File: config.mk
export PLATFORM = sky130hd
export DESIGN_NAME = alu_cmd_sequencer
export DESIGN_NICKNAME = d
export VERILOG_FILES = /design/src/rtl/alu_cmd_sequencer_pkg.sv /design/src/rtl/alu_cmd_sequencer.sv
export SDC_FILE = /design/constraint.sdc
export NUM_CORES = 1
export LEC_CHECK = 0
export ABC_AREA = 1
export BUFFER_PORTS_ARGS = -buffer_cell sky130_fd_sc_hd__buf_2
export CAP_MARGIN = 20
export CORE_ASPECT_RATIO = 0.75
export CORE_MARGIN = 3
export CORE_UTILIZATION = 50
export DETAILED_ROUTE_END_ITERATION = 8
export PLACE_DENSITY_LB_ADDON = 0.08
export SYNTH_ARGS = -nofsm -noshare
export SYNTH_HDL_FRONTEND = slang
export SYNTH_SLANG_ARGS = --single-unit
File: constraint.sdc
create_clock -name clk -period 1.4 [get_ports clk]
set_clock_uncertainty 0.1 [all_clocks]
set_input_delay 0.28 -clock clk [delete_from_list [all_inputs] [get_ports clk]]
set_output_delay 0.28 -clock clk [all_outputs]
set_load 0.005 [all_outputs]
File: src/rtl/alu_cmd_sequencer_pkg.sv
// rtl/alu_cmd_sequencer_pkg.sv - opcode fields, FSM state codes and flag layout shared by the ALU command sequencer
package alu_cmd_sequencer_pkg;

  // Opcode byte field positions
  localparam int SEL_LSB      = 0;
  localparam int ACC_SRC_BIT  = 3;
  localparam int FLAGS_EN_BIT = 4;
  localparam int RSVD_LSB     = 5;
  localparam int RSVD_MSB     = 7;

  // Flags byte bit positions
  localparam int FLAG_CARRY_BIT = 0;
  localparam int FLAG_ZERO_BIT  = 1;

  // Response byte returned for an opcode with reserved bits set
  localparam logic [7:0] ERR_BYTE_DEFAULT = 8'hEE;

  // FSM state encodings
  localparam logic [2:0] ST_IDLE     = 3'd0;
  localparam logic [2:0] ST_GET_A    = 3'd1;
  localparam logic [2:0] ST_GET_B    = 3'd2;
  localparam logic [2:0] ST_EXEC     = 3'd3;
  localparam logic [2:0] ST_SEND_RES = 3'd4;
  localparam logic [2:0] ST_SEND_FLG = 3'd5;
  localparam logic [2:0] ST_ERR      = 3'd6;

  // Build the flags byte from the stored zero and carry indications
  function automatic logic [7:0] make_flags(input logic zero, input logic carry);
    logic [7:0] f;
    f = 8'h00;
    f[FLAG_ZERO_BIT]  = zero;
    f[FLAG_CARRY_BIT] = carry;
    return f;
  endfunction

endpackage

File: src/rtl/alu_cmd_sequencer.sv
// rtl/alu_cmd_sequencer.sv - byte-stream command front-end driving an external combinational ALU
module alu_cmd_sequencer
  import alu_cmd_sequencer_pkg::*;
#(
  parameter int                DATA_W   = 8,
  parameter int                SEL_W    = 3,
  parameter logic [DATA_W-1:0] ERR_BYTE = ERR_BYTE_DEFAULT
) (
  input  logic              clk,
  input  logic              rst,
  input  logic [DATA_W-1:0] in_data,
  input  logic              in_valid,
  output logic              in_ready,
  output logic [DATA_W-1:0] out_data,
  output logic              out_valid,
  input  logic              out_ready,
  output logic [DATA_W-1:0] alu_a,
  output logic [DATA_W-1:0] alu_b,
  output logic [SEL_W-1:0]  alu_sel,
  input  logic [DATA_W-1:0] alu_result,
  input  logic              alu_carry,
  output logic              cmd_err,
  output logic              busy
);

  logic [2:0]        state_q, state_d;
  logic [SEL_W-1:0]  sel_q, sel_d;
  logic              flags_en_q, flags_en_d;
  logic [DATA_W-1:0] alu_a_q, alu_a_d;
  logic [DATA_W-1:0] alu_b_q, alu_b_d;
  logic [SEL_W-1:0]  alu_sel_q, alu_sel_d;
  logic [DATA_W-1:0] res_q, res_d;
  logic              carry_q, carry_d;
  logic [DATA_W-1:0] acc_q, acc_d;
  logic              cmd_err_q, cmd_err_d;

  // The response stream is driven straight from state so data and valid stay frozen under backpressure
  always_comb begin
    in_ready  = (state_q == ST_IDLE) || (state_q == ST_GET_A) || (state_q == ST_GET_B);
    out_valid = (state_q == ST_SEND_RES) || (state_q == ST_SEND_FLG) || (state_q == ST_ERR);
    case (state_q)
      ST_SEND_RES: out_data = res_q;
      ST_SEND_FLG: out_data = DATA_W'(make_flags(res_q == '0, carry_q));
      ST_ERR:      out_data = ERR_BYTE;
      default:     out_data = '0;
    endcase
  end

  assign alu_a   = alu_a_q;
  assign alu_b   = alu_b_q;
  assign alu_sel = alu_sel_q;
  assign cmd_err = cmd_err_q;
  assign busy    = (state_q != ST_IDLE);

  // Next-state and datapath update; in_ready is 1 in every input-collecting state so in_valid alone marks a transfer there
  always_comb begin
    state_d    = state_q;
    sel_d      = sel_q;
    flags_en_d = flags_en_q;
    alu_a_d    = alu_a_q;
    alu_b_d    = alu_b_q;
    alu_sel_d  = alu_sel_q;
    res_d      = res_q;
    carry_d    = carry_q;
    acc_d      = acc_q;
    cmd_err_d  = 1'b0;
    case (state_q)
      ST_IDLE: begin
        if (in_valid) begin
          if (in_data[RSVD_MSB:RSVD_LSB] != '0) begin
            // Malformed opcode leaves every operand and the accumulator untouched
            state_d   = ST_ERR;
            cmd_err_d = 1'b1;
          end else begin
            sel_d      = in_data[SEL_LSB +: SEL_W];
            flags_en_d = in_data[FLAGS_EN_BIT];
            if (in_data[ACC_SRC_BIT]) begin
              alu_a_d = acc_q;
              state_d = ST_GET_B;
            end else begin
              state_d = ST_GET_A;
            end
          end
        end
      end
      ST_GET_A: begin
        if (in_valid) begin
          alu_a_d = in_data;
          state_d = ST_GET_B;
        end
      end
      ST_GET_B: begin
        if (in_valid) begin
          alu_b_d   = in_data;
          alu_sel_d = sel_q;
          state_d   = ST_EXEC;
        end
      end
      ST_EXEC: begin
        // ALU inputs have been stable for a full cycle here
        res_d   = alu_result;
        carry_d = alu_carry;
        acc_d   = alu_result;
        state_d = ST_SEND_RES;
      end
      ST_SEND_RES: begin
        if (out_ready) state_d = flags_en_q ? ST_SEND_FLG : ST_IDLE;
      end
      ST_SEND_FLG: begin
        if (out_ready) state_d = ST_IDLE;
      end
      ST_ERR: begin
        if (out_ready) state_d = ST_IDLE;
      end
      default: state_d = ST_IDLE;
    endcase
  end

  // Register update; reset discards any partial command or pending response
  always_ff @(posedge clk) begin
    if (rst) begin
      state_q    <= ST_IDLE;
      sel_q      <= '0;
      flags_en_q <= 1'b0;
      alu_a_q    <= '0;
      alu_b_q    <= '0;
      alu_sel_q  <= '0;
      res_q      <= '0;
      carry_q    <= 1'b0;
      acc_q      <= '0;
      cmd_err_q  <= 1'b0;
    end else begin
      state_q    <= state_d;
      sel_q      <= sel_d;
      flags_en_q <= flags_en_d;
      alu_a_q    <= alu_a_d;
      alu_b_q    <= alu_b_d;
      alu_sel_q  <= alu_sel_d;
      res_q      <= res_d;
      carry_q    <= carry_d;
      acc_q      <= acc_d;
      cmd_err_q  <= cmd_err_d;
    end
  end

endmodule

==> qor.yml, run 1 <==
avgViaCountPerCell: 5.26
maxSlewHeadroom_pct: 68.3
core_area_sq_um: 3110
syn_to_final_growth_pct: 50.7
power_frac_seq_pct: 42.4
grt_max_degree: 33
clk_path_buf_depth: 2
wl_per_cell_um: 14.3
run_status: "finished with violations"
track_usage_pct: 24.5
ant_nets: 0
cts-root-buf: "clkbuf_8"
synth_top_area_share_pct: 41.8
wl_met2_um: 2470
violations: "negative setup slack"
rsz0062_at_grt: "yes"
grt_pass1_vias: 1788
layout-drive-gt1-share_pct: 45.1
start_util_pct: 55.5
power_frac_comb_pct: 33.7
ios: 52
leakagePower_uw: 0.00130
numCtsBuffers: 5
start_kind: "flip-flop"
syn_area_per_cell_sq_um: 6.76
synth_edf_count: 0
first_pass_iters: 5
end_kind: "flip-flop"
topRoutingLayerUsed: "met4"
die_w_um: 73.8
worstHoldPathType: "primary input to flip-flop"
ys.warnings.count: 0
fin_ws_ns: -0.257
diodes: 0
path_clk_slew_ns: 0.07
peakVddDrop_mv: 0.812
htree_levels: 2
max_freq_mhz: 604
finalSetupViolCount: 37
p_int_uw: 1840
synth_nets: 276
wl_met1_um: 2430
synthArstFlopShare_pct: 0
port-buffer-count: 51
pwr-share-clk_pct: 23.9
p_per_area_nw_per_um2: 1050
max_cap_violations: 0
netlist_top_cells_count: "nor2_1, nand2_1, dfxtp_1"
hpwl_um: 3350
die_y_um: 56.9
ys_ff_latch: 36
crit_arrival_ns: 1.74
antenna_found_initial: 0
synthFlopType: "dfxtp_1"
period_needed_ns: 1.66
totalPowerFinal_uw: 2740
switchingPower_uw: 897
final_nets: 360
required_ns: 1.48
switching_share_pct: 32.8
synth_area_sq_um: 1720
cts.sinks: 36
yosysSeqAreaShare_pct: 41.8
cts_tree: "built"
clock_latency_ns: 0.29
drt_iter0_drc: 129
synth_area_leaders: "dfxtp_1, nor2_1, nand2_1"
dr_total_vias: 1971
die-area_sq_um: 4200
tightest_slew_ns: 0.475
crit_type: "flip-flop to flip-flop"
grt_pass1_wl_um: 8020
period_share_pct: 118
yosysUniqueCellTypes: 25
routed_wl_um: 5370
gp_congestion: 0.872
drc: 0
netlist_instances: 255
wl_met3_um: 370
path_max_fanout: 8
yosys.area.top_type: "dfxtp_1"
pre_cts_slack_ns: -0.115
finalHoldViolCount: 0
finalMaxSlewViolations: 0
rows: 17
yosysMostFrequentCell: "nor2_1"
fillers: 195
gr-total-overflow: 0
-- layout make-up --
class	instances	area [sq um]	area share, %
Inverter	29	129	4.96
Sequential cell	36	732	28.2
Tap cell	38	47.5	1.83
Timing Repair Buffer	86	587	22.6
Multi-Input combinational cell	181	1030	39.8
Clock buffer	5	68.8	2.65
-- critical path, stage by stage (launching register included) --
cell and delay [ns]:
dfxtp_4 0.38, buf_6 0.12, nor2_4 0.14, nand2_4 0.08
buf_6 0.14, a21oi_4 0.29, nand3_1 0.15, nand2_1 0.09
nor2_1 0.04
-- worst paths after layout --
path | start | end | slack (ns) | cells past startpoint
worst max-delay path | state_q[0]$_SDFFE_PP0P_ | alu_a[3]$_SDFFE_PP0P_ | -0.26 | 8
worst max register to register | state_q[0]$_SDFFE_PP0P_ | alu_a[3]$_SDFFE_PP0P_ | -0.26 | 8
worst min register to register | alu_a[6]$_SDFFE_PP0P_ | alu_a[6]$_SDFFE_PP0P_ | 0.37 | 2
worst min-delay path | alu_result[3] | acc_q[3]$_SDFFE_PP0P_ | 0.11 | 3
-- routing by layer --
metal / global-route usage, % / up-vias
li1: - / 983
met1: 34.2 / 892
met2: 36.2 / 86
met3: 5.37 / 10
met4: 9.56 / 0
met5: 0 / -
-- sequential cells by signal, indices dropped and copies added (netlist names) --
signal      count
state_q         3
acc_q           8
cmd_err         1
alu_b           8
sel_q           3
carry_q         1
alu_a           8
flags_en_q      1
alu_sel         3
-- layout by cell type (no fill, tap or decap), types with 5 or more instances in the layout --
cell type	count
buf_2	50
nor2_1	54
buf_4	23
dfxtp_1	33
clkbuf_8	5
nand3_2	10
buf_6	11
a21oi_1	6
inv_1	19
nor2_4	6
o21ai_0	20
o21ai_2	8
nand2_1	40
nand2_2	8
nand4_1	8
inv_2	5
-- kinds of logic after synthesis --
group / after synthesis / synth area share, %
compound gates: 39 / 12.2
buf+inv: 38 / 9.22
flops: 36 / 41.8
simple gates: 142 / 36.8
-- what timing repair did --
action	in CTS	in global routing
pin swaps	16	16
hold buffers	0	0
setup endpoints to repair	36	42
setup buffers	6	2
resized for setup	38	40
-- power groups by stage --
stage	clock [uW]	sequential, uW	combinational [uW]
3_5_place_dp	0	1170	678
4_1_cts	659	1150	791
3_3_place_gp	0	1170	669
5_1_grt	705	1170	1000
2_1_floorplan	0	1170	382
6_report	654	1160	923
-- per-stage QoR --
| stage | cell area, sq um | TNS (ns) | hold slack (ns) | utilization [%] | cells |
|---|---|---|---|---|---|
| floorplan | 1730 | 0 | 0.242 | - | 255 |
| global placement | 2210 | -0.308 | 0.358 | 71.3 | 363 |
| detailed placement | 2210 | -1.14 | 0.366 | 71.3 | 363 |
| CTS | 2440 | -2.98 | 0.104 | 78.5 | 374 |
| global route | 2600 | -8.59 | 0.133 | 83.7 | 375 |
| finish | 2600 | -5.83 | 0.112 | 83.7 | 375 |
Power figures use the tool's default switching activity.
==> inputs of run 2 (changes only) <==
--- a/config.mk
+++ b/config.mk
@@ -16,3 +16,4 @@
 export SYNTH_ARGS = -nofsm -noshare
 export SYNTH_HDL_FRONTEND = slang
 export SYNTH_SLANG_ARGS = --single-unit
+export TNS_END_PERCENT = 100
==> constraint.sdc (replaced) <==
create_clock -name clk -period 1.4 [get_ports clk]
set_clock_uncertainty 0.1 [all_clocks]
set_input_delay 0.28 -clock clk [delete_from_list [all_inputs] [get_ports clk]]
set_output_delay 0.28 -clock clk [all_outputs]
set_load 0.01 [all_outputs]
==> run 2 against run 1 <==
Effect of this change:
- the run still ends with negative setup slack left
- count of clock-buffer cells in the layout unchanged
- sequential power is essentially flat
- register-to-register slack improved by 0.07 ns
- utilization is 4.6 points lower
- via count decreased by 1.4%
- total power decreased by 0.85%
- global-route usage down 1.4 points
- maximum frequency rose by 0.34%
- combinational power shrank 10%
- wire length shrank 4.2%
- critical path depth decreased by 4
- sequential share of layout area grew 1.4 points
- highest routed layer unchanged
==> qor.yml, run 2 (synthesized netlist as in run 1, its figures left out) <==
run_status: "finished with violations"
violations: "negative setup slack"
crit_arrival_ns: 1.27  # -0.47 ns
max_cap_violations: 0  # unchanged
finalMaxSlewViolations: 0  # unchanged
leakagePower_uw: 0.00123  # -4.9%
dr_total_vias: 1944  # -1.4%
grt_max_degree: 33  # unchanged
crit_family: "simple AND/OR/NAND/NOR gates"
crit_top_cell: "nand3_2"
final_nets: 355  # -1.4%
maxSlewHeadroom_pct: 72.4  # +4.1 points
end_kind: "output port"
cp_cell_sequence: "nor4_2 > nand3_2 > nand3_2 > buf_6"
path_max_fanout: 3  # -5
fin_ws_ns: -0.251  # +0.00557 ns
worstHoldPathType: "primary input to flip-flop"
path_clk_slew_ns: 0.07  # about the same
grt_pass1_vias: 1617  # -9.6%
timing.hold.ws_ns: 0.114  # +0.00176 ns
port-buffer-count: 51  # unchanged
crit_type: "flip-flop to output port"
cts_tree: "built"
worst_path_max_delay_cell: "dfxtp_1"
numCtsBuffers: 5  # unchanged
grt_pass1_wl_um: 7510  # -6.3%
hold_buffers: 0  # unchanged
htree_levels: 2  # unchanged
start_kind: "flip-flop"
finalHoldViolCount: 0  # unchanged
period_needed_ns: 1.65  # -0.00557 ns
die_y_um: 56.9  # unchanged
peakVddDrop_mv: 0.603  # -26%
layout-drive-gt1-share_pct: 41.2  # -3.9 points
cpPeakStageDelay_ns: 0.36  # -0.02 ns
drc: 0  # unchanged
rows: 17  # unchanged
routed_wl_um: 5140  # -4.2%
gp_congestion: 0.884  # +1.4%
clk_path_buf_depth: 2  # unchanged
final_common_cell: "nor2_1"
period_share_pct: 118  # -0.40 points
layout_common_cells: "nor2_1, buf_2, nand2_1"
drt_iter0_drc: 190  # +47%
cts.sinks: 36  # unchanged
first_pass_iters: 4  # -1
avgViaCountPerCell: 5.21  # -0.84%
hpwl_um: 3360  # +0.33%
core_area_sq_um: 3110  # unchanged
ant_nets: 0  # unchanged
cts-root-buf: "clkbuf_8"
track_usage_pct: 23.1  # -1.4 points
die_w_um: 73.8  # unchanged
finalSetupViolCount: 21  # -43%
syn_to_final_growth_pct: 42.4
p_per_area_nw_per_um2: 1110  # +5.0%
ios: 52  # unchanged
die-area_sq_um: 4200  # unchanged
rsz0062_at_grt: "yes"
max_freq_mhz: 606  # +0.34%
gr-total-overflow: 0  # unchanged
fin_setup_tns_ns: -3.72  # +2.12 ns
crit_buf_inv: 1  # -1
wl_per_cell_um: 13.8  # -3.7%
required_ns: 1.02  # -0.46 ns
start_util_pct: 55.5  # unchanged
antenna_found_initial: 0  # unchanged
clock_latency_ns: 0.29  # about the same
tightest_slew_ns: 0.414  # -0.0611 ns
diodes: 0  # unchanged
-- run 2: cell count changes in the layout (fill, tap and decap cells not counted), sizes merged --
cell	change
inv	-1
clkinvlp	+1
clkinv	+3
buf	-5
-- run 2: power by group --
group | total, uW | switching [uW] | internal, uW
logic | 830 | 484 | 347
clock network | 734 | 388 | 347
registers | 1150 | 46.5 | 1100
-- run 2: cell type report --
cell class                      count  area (sq um)
Sequential cell                    36           727
Clock buffer                        5          68.8
Fill cell                         228           651
Multi-Input combinational cell    181           956
Clock inverter                      3          18.8
Timing Repair Buffer               81           519
Inverter                           29           118
Tap cell                           38          47.5
-- run 2: worst paths after layout --
| check | end | slack [ns] | cells past startpoint | startpoint |
|---|---|---|---|---|
| max reg2reg | alu_a[3]$_SDFFE_PP0P_ | -0.19 | 8 | state_q[0]$_SDFFE_PP0P_ |
| max | out_data[1] | -0.25 | 4 | acc_q[4]$_SDFFE_PP0P_ |
| min reg2reg | alu_a[5]$_SDFFE_PP0P_ | 0.36 | 2 | alu_a[5]$_SDFFE_PP0P_ |
| min | carry_q$_SDFFE_PP0P_ | 0.11 | 3 | alu_carry |
-- run 2: through the flow --
| step | area, sq um | utilization (%) | instances | setup WS [ns] | power (uW) |
|---|---|---|---|---|---|
| after global routing | 2450 | 79.0 | 373 | -0.310 | 2840 |
| after floorplan | 1750 | - | 255 | 0.0265 | 1600 |
| after detailed placement | 2150 | 69.3 | 354 | -0.0662 | 1840 |
| after CTS | 2310 | 74.5 | 367 | -0.244 | 2620 |
| after global placement | 2150 | 69.3 | 354 | -0.0761 | 1820 |
| final | 2450 | 79.0 | 373 | -0.251 | 2710 |
-- run 2: per-layer routing --
metal	part of all wire, %	wire length [um]	global-route usage, %	vias to the layer above
li1	-	-	-	968
met1	46	2350	34.0	870
met2	45	2290	33.6	92
met3	8.5	436	5.90	14
met4	1.4	70	4.91	0
met5	0	0	0	-
-- run 2: timing repair --
| item | in CTS | in global routing |
|---|---|---|
| gates resized for setup | 12 | 27 |
| endpoints found under the setup margin | 29 | 40 |
| setup buffers | 5 | 6 |
| pin swaps | 19 | 18 |
-- run 2: worst register-to-register path, stage by stage, from the launching register on --
cell and delay [ns]:
dfxtp_4 0.37, buf_4 0.15, nor2_4 0.14, nand2_4 0.10
buf_12 0.14, a21oi_4 0.27, nand3_1 0.11, nand2_1 0.07
nor2_1 0.04
==> inputs of run 3 (changes only) <==
--- a/config.mk
+++ b/config.mk
@@ -10,7 +10,7 @@
 export CAP_MARGIN = 20
 export CORE_ASPECT_RATIO = 0.75
 export CORE_MARGIN = 3
-export CORE_UTILIZATION = 50
+export CORE_UTILIZATION = 27
 export DETAILED_ROUTE_END_ITERATION = 8
 export PLACE_DENSITY_LB_ADDON = 0.08
 export SYNTH_ARGS = -nofsm -noshare
==> run 3 against run 2 <==
Effect of this change:
- largest power group unchanged
- first-iteration DRC count fell by 73%
- maximum frequency fell by 3.2%
- hold slack worse by 0.0075 ns
- cell area grew 6.6%
- wire length up 3.6%
- the flow still finishes with violations (negative setup slack)
- total power is 5.9% higher
- critical endpoint is now out_data[0]
- utilization down 35 points
- sequential share of layout area fell by 1.9 points
- combinational power grew 9.6%
- die area up 76%
==> qor.yml, run 3 (synthesized netlist as in run 1, its figures left out) <==
run_status: "finished with violations"
violations: "negative setup slack"
fin_ws_ns: -0.306  # -0.0550 ns
crit_arrival_ns: 1.33  # +0.06 ns
leakagePower_uw: 0.00127  # +2.8%
rows: 24  # +7
final_common_cell: "buf_2"
worstHoldPathType: "primary input to flip-flop"
die_y_um: 75.2  # +32%
clock_latency_ns: 0.29  # about the same
grt_pass1_wl_um: 8930  # +19%
end_kind: "output port"
layout_common_cells: "buf_2, nor2_1, nand2_1"
port-buffer-count: 51  # unchanged
diodes: 0  # unchanged
finalSetupViolCount: 40  # +90%
crit_type: "flip-flop to output port"
path_max_fanout: 5  # +2
drt_iter0_drc: 52  # -73%
rsz0062_at_grt: "yes"
antenna_found_initial: 0  # unchanged
p_per_area_nw_per_um2: 1100  # -0.66%
cts_tree: "built"
avgViaCountPerCell: 4.41  # -15%
period_share_pct: 122  # +3.9 points
start_kind: "flip-flop"
ios: 52  # unchanged
core_area_sq_um: 6010  # +93%
syn_to_final_growth_pct: 51.8
start_util_pct: 28.7  # -27 points
gr-total-overflow: 0  # unchanged
grt_pass1_vias: 1810  # +12%
first_pass_iters: 4  # unchanged
grt_max_degree: 33  # unchanged
drc: 0  # unchanged
cts.sinks: 36  # unchanged
path_clk_slew_ns: 0.07  # about the same
die-area_sq_um: 7390  # +76%
maxSlewHeadroom_pct: 76.0  # +3.6 points
max_cap_violations: 0  # unchanged
peakVddDrop_mv: 0.409  # -32%
finalMaxSlewViolations: 0  # unchanged
numCtsBuffers: 5  # unchanged
final_nets: 360  # +1.4%
hpwl_um: 3920  # +17%
track_usage_pct: 15.3  # -7.8 points
routed_wl_um: 5330  # +3.6%
required_ns: 1.02  # about the same
die_w_um: 98.3  # +33%
wl_per_cell_um: 12.8  # -7.4%
max_freq_mhz: 586  # -3.2%
cts-root-buf: "clkbuf_8"
fin_setup_tns_ns: -4.02  # -0.298 ns
final_core_util_pct: 43.6  # -35 points
htree_levels: 2  # unchanged
dr_total_vias: 1840  # -5.3%
tightest_slew_ns: 0.359  # -0.0547 ns
finalHoldViolCount: 0  # unchanged
clk_path_buf_depth: 2  # unchanged
gp_congestion: 0.779  # -12%
ant_nets: 0  # unchanged
period_needed_ns: 1.71  # +0.0550 ns
layout-drive-gt1-share_pct: 44.5  # +3.3 points
## run 3: cell count changes in the layout (fill, tap and decap cells not counted), sizes merged
cell / delta
clkinvlp: +1
clkbuf: +2
buf: +4
clkinv: -3
## run 3: cell type report
type	instances	area [sq um]
Fill cell	674	3390
Multi-Input combinational cell	181	1000
Clock buffer	7	96.3
Sequential cell	36	724
Inverter	29	128
Tap cell	78	97.6
Timing Repair Buffer	85	564
Timing Repair inverter	1	7.51
## run 3: worst paths after layout
check                           from  slack, ns                     to  cells after the start
max          state_q[1]$_SDFFE_PP0P_      -0.31            out_data[0]                      6
min                    alu_result[2]       0.11  acc_q[2]$_SDFFE_PP0P_                      3
max reg2reg  state_q[0]$_SDFFE_PP0P_      -0.11  alu_a[5]$_SDFFE_PP0P_                      8
min reg2reg    alu_a[6]$_SDFFE_PP0P_       0.36  alu_a[6]$_SDFFE_PP0P_                      2
## run 3: routing by layer
| layer | track usage, % | part of all wire (%) | vias up |
|---|---|---|---|
| li1 | - | - | 982 |
| met1 | 22.0 | 54 | 809 |
| met2 | 23.3 | 41 | 42 |
| met3 | 3.24 | 4.2 | 7 |
| met4 | 4.39 | 1.2 | 0 |
| met5 | 0 | 0 | - |
## run 3: critical path, stage by stage, from the launching register on
cell,delay [ns]
dfxtp_2,0.35
inv_2,0.10
nand2_2,0.07
nor2_4,0.17
inv_4,0.07
o21ai_2,0.12
buf_2,0.14
## run 3: repair_timing
action	4_1_cts	5_1_grt
cloned	1	0
pin swaps	6	25
resized for setup	27	37
endpoints found under the setup margin	39	46
hold buffers	0	0
buffers inserted	4	2
## run 3: through the flow
| step | std cells | total power [uW] | hold WS [ns] | instance area [sq um] | worst slack [ns] |
|---|---|---|---|---|---|
| after floorplan | 255 | 1600 | 0.242 | 1750 | 0.0265 |
| after global placement | 404 | 1910 | 0.367 | 2280 | -0.111 |
| after detailed placement | 404 | 1900 | 0.370 | 2280 | -0.106 |
| after CTS | 416 | 2790 | 0.106 | 2490 | -0.362 |
| after global routing | 417 | 3040 | 0.116 | 2620 | -0.406 |
| final | 417 | 2870 | 0.107 | 2620 | -0.306 |
## run 3: power breakdown
| group | switching (uW) | internal [uW] | total (uW) |
|---|---|---|---|
| combinational | 509 | 401 | 910 |
| clock | 380 | 439 | 818 |
| sequential | 43.1 | 1100 | 1150 |
| total | 932 | 1940 | 2870 |
